File: src/rtl/mr_wb_arb_pkg.sv
// Shared bus types for the core's memory side, including the arbiter state
// and the round-robin pick helper used by mr_wb_arb.
package mr_wb_arb_pkg;

  localparam int unsigned XLEN      = 32;
  localparam int unsigned XLEN_GRAN = 2;

  typedef enum logic [1:0] {MemOpNone, MemOpLoad, MemOpStore} e_memops;
  typedef enum logic [1:0] {MemSzByte, MemSzHalf, MemSzWord} e_memsz;
  typedef enum logic [1:0] {ArbIdle, ArbGnt0, ArbGnt1} e_arbstate;

  // On a tie the master that was not granted last wins.
  function automatic e_arbstate arb_pick(input logic req0, input logic req1, input logic last);
    if (req0 && req1) begin
      return last ? ArbGnt0 : ArbGnt1;
    end else if (req0) begin
      return ArbGnt0;
    end else if (req1) begin
      return ArbGnt1;
    end
    return ArbIdle;
  endfunction

endpackage

File: src/rtl/mr_wb_arb_cnt.sv
// Outstanding-transfer counter: counts accepted strobes not yet answered,
// saturates at zero on stray responses, and flags when the pipeline is full.
module mr_wb_arb_cnt #(
  parameter int unsigned MAX_OUT = 4
) (
  input  logic clk,
  input  logic rst,
  input  logic i_inc,
  input  logic i_dec,
  input  logic i_clr,
  output logic o_full
);

  localparam int unsigned CW = $clog2(MAX_OUT + 1);

  logic [CW-1:0] r_cnt;

  always_ff @(posedge clk or negedge rst) begin
    if (!rst) begin
      r_cnt <= '0;
    end else if (i_clr) begin
      r_cnt <= '0;
    end else if (i_inc && !i_dec) begin
      r_cnt <= r_cnt + CW'(1);
    end else if (i_dec && !i_inc && (r_cnt != '0)) begin
      r_cnt <= r_cnt - CW'(1);
    end
  end

  assign o_full = (r_cnt == CW'(MAX_OUT));

endmodule

File: src/rtl/mr_wb_arb.sv
// Two-master pipelined Wishbone arbiter: holds a grant for a whole CYC,
// round-robins on contention and limits accepted-but-unanswered strobes.
module mr_wb_arb
  import mr_wb_arb_pkg::*;
#(
  parameter int unsigned AW      = XLEN - XLEN_GRAN,
  parameter int unsigned DW      = XLEN,
  parameter int unsigned MAX_OUT = 4
) (
  input  logic            clk,
  input  logic            rst,
  input  logic [AW-1:0]   m0_adr_i,
  input  logic [DW-1:0]   m0_dat_i,
  output logic [DW-1:0]   m0_dat_o,
  input  logic            m0_we_i,
  input  logic [DW/8-1:0] m0_sel_i,
  input  logic            m0_stb_i,
  input  logic            m0_cyc_i,
  output logic            m0_ack_o,
  output logic            m0_err_o,
  output logic            m0_stall_o,
  input  logic [AW-1:0]   m1_adr_i,
  input  logic [DW-1:0]   m1_dat_i,
  output logic [DW-1:0]   m1_dat_o,
  input  logic            m1_we_i,
  input  logic [DW/8-1:0] m1_sel_i,
  input  logic            m1_stb_i,
  input  logic            m1_cyc_i,
  output logic            m1_ack_o,
  output logic            m1_err_o,
  output logic            m1_stall_o,
  output logic [AW-1:0]   s_adr_o,
  output logic [DW-1:0]   s_dat_o,
  input  logic [DW-1:0]   s_dat_i,
  output logic            s_we_o,
  output logic [DW/8-1:0] s_sel_o,
  output logic            s_stb_o,
  output logic            s_cyc_o,
  input  logic            s_ack_i,
  input  logic            s_err_i,
  input  logic            s_stall_i
);

  e_arbstate r_state;
  e_arbstate w_next;
  logic      r_last;
  logic      w_cur_cyc;
  logic      w_drop;
  logic      w_full;
  logic      w_accept;
  logic      w_resp;

  always_comb begin
    unique case (r_state)
      ArbGnt0: w_cur_cyc = m0_cyc_i;
      ArbGnt1: w_cur_cyc = m1_cyc_i;
      default: w_cur_cyc = 1'b0;
    endcase
  end

  // Dropping CYC aborts the cycle and frees the bus for re-arbitration.
  assign w_drop = (r_state != ArbIdle) && !w_cur_cyc;

  always_comb begin
    w_next = r_state;
    if (r_state == ArbIdle || w_drop) begin
      w_next = arb_pick(m0_cyc_i, m1_cyc_i, r_last);
    end
  end

  always_ff @(posedge clk or negedge rst) begin
    if (!rst) begin
      r_state <= ArbIdle;
      r_last  <= 1'b1;
    end else begin
      r_state <= w_next;
      if (w_next == ArbGnt0) begin
        r_last <= 1'b0;
      end else if (w_next == ArbGnt1) begin
        r_last <= 1'b1;
      end
    end
  end

  always_comb begin
    s_adr_o    = '0;
    s_dat_o    = '0;
    s_we_o     = 1'b0;
    s_sel_o    = '0;
    s_cyc_o    = 1'b0;
    s_stb_o    = 1'b0;
    m0_stall_o = 1'b1;
    m1_stall_o = 1'b1;
    m0_ack_o   = 1'b0;
    m1_ack_o   = 1'b0;
    m0_err_o   = 1'b0;
    m1_err_o   = 1'b0;
    unique case (r_state)
      ArbGnt0: begin
        s_adr_o    = m0_adr_i;
        s_dat_o    = m0_dat_i;
        s_we_o     = m0_we_i;
        s_sel_o    = m0_sel_i;
        s_cyc_o    = m0_cyc_i;
        s_stb_o    = m0_stb_i && !w_full;
        m0_stall_o = s_stall_i || w_full;
        m0_ack_o   = s_ack_i;
        m0_err_o   = s_err_i;
      end
      ArbGnt1: begin
        s_adr_o    = m1_adr_i;
        s_dat_o    = m1_dat_i;
        s_we_o     = m1_we_i;
        s_sel_o    = m1_sel_i;
        s_cyc_o    = m1_cyc_i;
        s_stb_o    = m1_stb_i && !w_full;
        m1_stall_o = s_stall_i || w_full;
        m1_ack_o   = s_ack_i;
        m1_err_o   = s_err_i;
      end
      default: begin
      end
    endcase
  end

  // Read data is qualified by ACK, so both masters see it unconditionally.
  assign m0_dat_o = s_dat_i;
  assign m1_dat_o = s_dat_i;

  assign w_accept = s_stb_o && !s_stall_i;
  assign w_resp   = s_ack_i || s_err_i;

  mr_wb_arb_cnt #(
    .MAX_OUT (MAX_OUT)
  ) u_cnt (
    .clk    (clk),
    .rst    (rst),
    .i_inc  (w_accept),
    .i_dec  (w_resp),
    .i_clr  (w_drop),
    .o_full (w_full)
  );

endmodule
File: config.mk
export PLATFORM = sky130hd
export DESIGN_NAME = mr_wb_arb
export DESIGN_NICKNAME = d
export VERILOG_FILES = /design/src/rtl/mr_wb_arb_pkg.sv /design/src/rtl/mr_wb_arb_cnt.sv /design/src/rtl/mr_wb_arb.sv
export SDC_FILE = /design/constraint.sdc
export NUM_CORES = 1
export LEC_CHECK = 0
export CAP_MARGIN = 20
export CORE_AREA = 2 2 121 123
export DETAILED_ROUTE_END_ITERATION = 16
export DIE_AREA = 0 0 123 125
export GPL_TIMING_DRIVEN = 0
export PLACE_DENSITY = 0.64
export SLEW_MARGIN = 20
export SYNTH_ARGS = -nofsm -noshare
export SYNTH_HDL_FRONTEND = slang
export SYNTH_SLANG_ARGS = --single-unit
File: constraint.sdc
create_clock -name clk -period 2.6 [get_ports clk]
set_clock_uncertainty 0.2 [all_clocks]
set_input_delay 0.65 -clock clk [delete_from_list [all_inputs] [get_ports clk]]
set_output_delay 0.65 -clock clk [all_outputs]
set_load 0.01 [all_outputs]
==> results by group <==
Global routing
  – Number of global-route vias before repair: roughly 3200
  – Global router's overall resource usage: 0.140
  – Congestion Overflow GR: 0
  – Largest net degree at the start of global routing: 11
  – Initial antenna violation count: 0
  – First-pass GRT wire length: 17.1 mm

Finish
  – Ant. Diodes: 0
  – Syn-to-layout area delta: 183%
  – Share of layout cells above drive strength 1: 0.368
  – Final-stage net count: 764
  – # fillers: ~1400
  – Layout Cells excl Fill: between 700 and 800

Logic synthesis
  – Synth top area share: 0.258
  – Yosys cell types: 27
  – Syn avg cell area: 7.18 sq um
  – Syn Inst Count: roughly 280
  – Synth warnings: 0
  – Largest cells by area after synthesis: a22oi_1, buf_4, nor2b_1
  – Seq/Total Area, Yosys: 0.0764
  – Net Count, Synth: 457
  – Largest area contributor in the netlist: a22oi_1
  – Synth Cell Area: slightly below 2000 sq um
  – Yosys reg bits: 6

Critical path
  – Worst-path fanout max: 10
  – Arr. time, crit path: 1910 ps
  – CP delay by family, top: buffers and inverters
  – R2R cell count: 9
  – Crit Path Category: reg2out
  – R2r setup slk: 90 ps
  – Req. time, crit path: ~1800 ps
  – CP max-delay cell: clkdlybuf4s50_1
  – Crit-path cells: inv_2, ha_4, buf_4, a22oi_1, nor2b_1, clkdlybuf4s50_1
  – Worst setup SP type: flip-flop
  – Reg2reg start: r_state[1]
  – Max incr delay on CP: 550 ps
  – CP bufs+invs: 3
  – Endpoint class of the critical path: output port
  – Worst flop-to-flop path endpoint: u_cnt.r_cnt[2]

Clock network
  – Clk buf depth: 2
  – Sink Count: 6
  – CTS Buf Count: 3
  – Skew-Pair Late Insertion Delay: 230 ps
  – H-Tree Depth: 1
  – Root cell of the clock tree: clkbuf_16
  – Reg clk slew, reported paths: 40 ps
  – Hold-fix buffers, CTS: 0
  – CTS tree: done

Placed design
  – Final Wtd Congestion: roughly 0.86
  – Placed Cells: between 700 and 800
  – Dpl ws: -1210 ps
  – Post-DP HPWL: 9.80 mm
  – Port bufs: 281

Run status
  – Violated checks: setup timing
  – Status: complete, but fails checks

Route
  – # DRC: 0
  – Final ANT Viol Nets: 0
  – Pre-antenna DRT Iters: 4
  – Vias post-DR: between 3000 and 4000
  – Avg WL per Cell: 16.3 um
  – Drt via density: 4.24
  – Drt initial violations: 113
  – Final WL: 12.5 mm

Floorplan
  – Width of the die: 123 um
  – Initial Util: 0.139
  – Core area: 14200 sq um
  – Die area: 15400 sq um
  – Die Height: 125 um
  – Rows: 44
  – # IOs: 314

Power and ir drop
  – Static leakage: 0.00245 uW
  – Switch Pwr: 1340 uW
  – Power Internal: 1910 uW
  – Seq pwr share: 0.053
  – Total power draw: 3250 uW
  – Max VDD drop: 0.000422 V
  – Comb pwr share: 0.867
  – Switching share of power: 0.412
  – Clock power frac: 0.080
  – Power density over cell area: 581 nW/um^2

Min path
  – Worst hold endpoint: r_last
  – Hold path start: r_last
  – Hold path depth: 2
  – Hold Path Class: reg2reg

Timing
  – Post-layout min period: 2760 ps
  – RSZ-0062 raised after global routing: yes
  – Slew headroom: 0.727
  – Hold Fails Final Rpt: 0
  – Final Cycle Share: 1.06
  – Final WS setup: -164 ps
  – Max Fclk: ~360 MHz
  – Max Slew Vio Count: 0
  – Least-Margin Pin Slew: 409 ps
  – Final Setup Violations: 22

Flow run
  – Max-cap violations: 0
[synth_stat cells (all sizes together)]
master	count
nor2b	69
a22oi	68
buf	68
clkbuf	18
dfrtp	5
ha	5
inv	5
nand2	5
o21ai	5
a21oi	4
and2	4
nor2	4
mux2i	2
or3	2
a311o	1
dfstp	1
fa	1
mux2	1
nand3	1
nand4	1
nor3	1
o22ai	1
o311ai	1
or3b	1
xnor2	1
xor2	1
[sequential cells by signal, indices dropped and copies added (netlist names)]
signal / cells
u_cnt.r_cnt: 3
r_state: 2
r_last: 1
[final cells by class]
cell class / count / area [sq um] / area share
repair buffers: 303 / 2810 / 0.503
flip-flops and latches: 6 / 151 / 0.0270
well taps: 184 / 230 / 0.0411
multi-input cells: 179 / 1520 / 0.271
inverters: 5 / 18.8 / 0.00335
plain buffers: 85 / 788 / 0.141
clock buffers: 4 / 78.8 / 0.0141
[logic make-up (layout without fill, tap and decap cells)]
logic type,count (synthesis),after routing,synth area share
adders and majority gates,6,6,0.0417
and+or+nand+nor,88,88,0.267
muxes,3,3,0.0158
AOI/OAI and AO/OA,80,80,0.297
buffers and inverters,91,397,0.294
xor gates and xnor gates,2,2,0.00885
DFF,6,6,0.0764
[metrics by stage]
stage,util,area (sq um),hold slack (ps),TNS (ps)
floorplan,-,1980,154,0
global placement,0.354,5020,291,-54170
detailed placement,0.354,5020,326,-58230
CTS,0.380,5400,331,-5640
global route,0.394,5600,319,-5020
finish,0.394,5600,287,-1840
[timing repair]
item / CTS / global route
endpoints found under the setup margin: 77 / 68
resized for setup: 236 / 94
buffers inserted: 9 / 9
cloned: 0 / 4
pin swaps: 4 / 9
[worst max-delay path by stage]
stage | start | end | slack (ps) | cells past startpoint
global route | r_state[0] | s_adr_o[23] | -260 | 6
detailed placement | r_state[0] | s_sel_o[1] | -1210 | 7
CTS | r_state[1] | s_sel_o[3] | -240 | 6
global placement | r_state[0] | s_sel_o[1] | -1180 | 7
finish | r_state[0] | s_adr_o[27] | -160 | 6
floorplan | r_state[0] | s_adr_o[0] | 190 | 6
[per-layer routing]
layer  share of wire  track usage
met1            0.39        0.162
met3           0.080       0.0233
met4           0.017       0.0287
met2            0.51        0.266
met5               0            0
[tightest hold or removal path, stage by stage, from the launching register on]
cell and delay (ps):
dfstp_2 360, nand2_1 50, o21ai_1 60
[power groups by stage]
| stage | clock, uW | combinational (uW) | sequential (uW) |
|---|---|---|---|
| final | 260 | 2820 | 172 |
| after global routing | 273 | 3030 | 178 |
| after CTS | 263 | 2620 | 169 |
| after detailed placement | 0 | 2360 | 171 |
| after global placement | 0 | 2330 | 165 |
| after floorplan | 0 | 1140 | 160 |
[layout by cell type, fill, tap and decap left out, types with 4 or more instances in the layout]
cell type / count
nor2b_2: 5
o21ai_0: 4
and2_1: 4
buf_6: 6
clkbuf_2: 10
dlymetal6s2s_1: 12
nor2b_1: 63
buf_2: 36
clkbuf_4: 4
nand2_1: 4
a22oi_1: 32
buf_4: 84
a22oi_2: 36
clkdlybuf4s50_1: 218
clkbuf_16: 10
dfrtp_1: 5
dlygate4sd2_1: 4
buf_8: 4
Power figures use the tool's default switching activity.
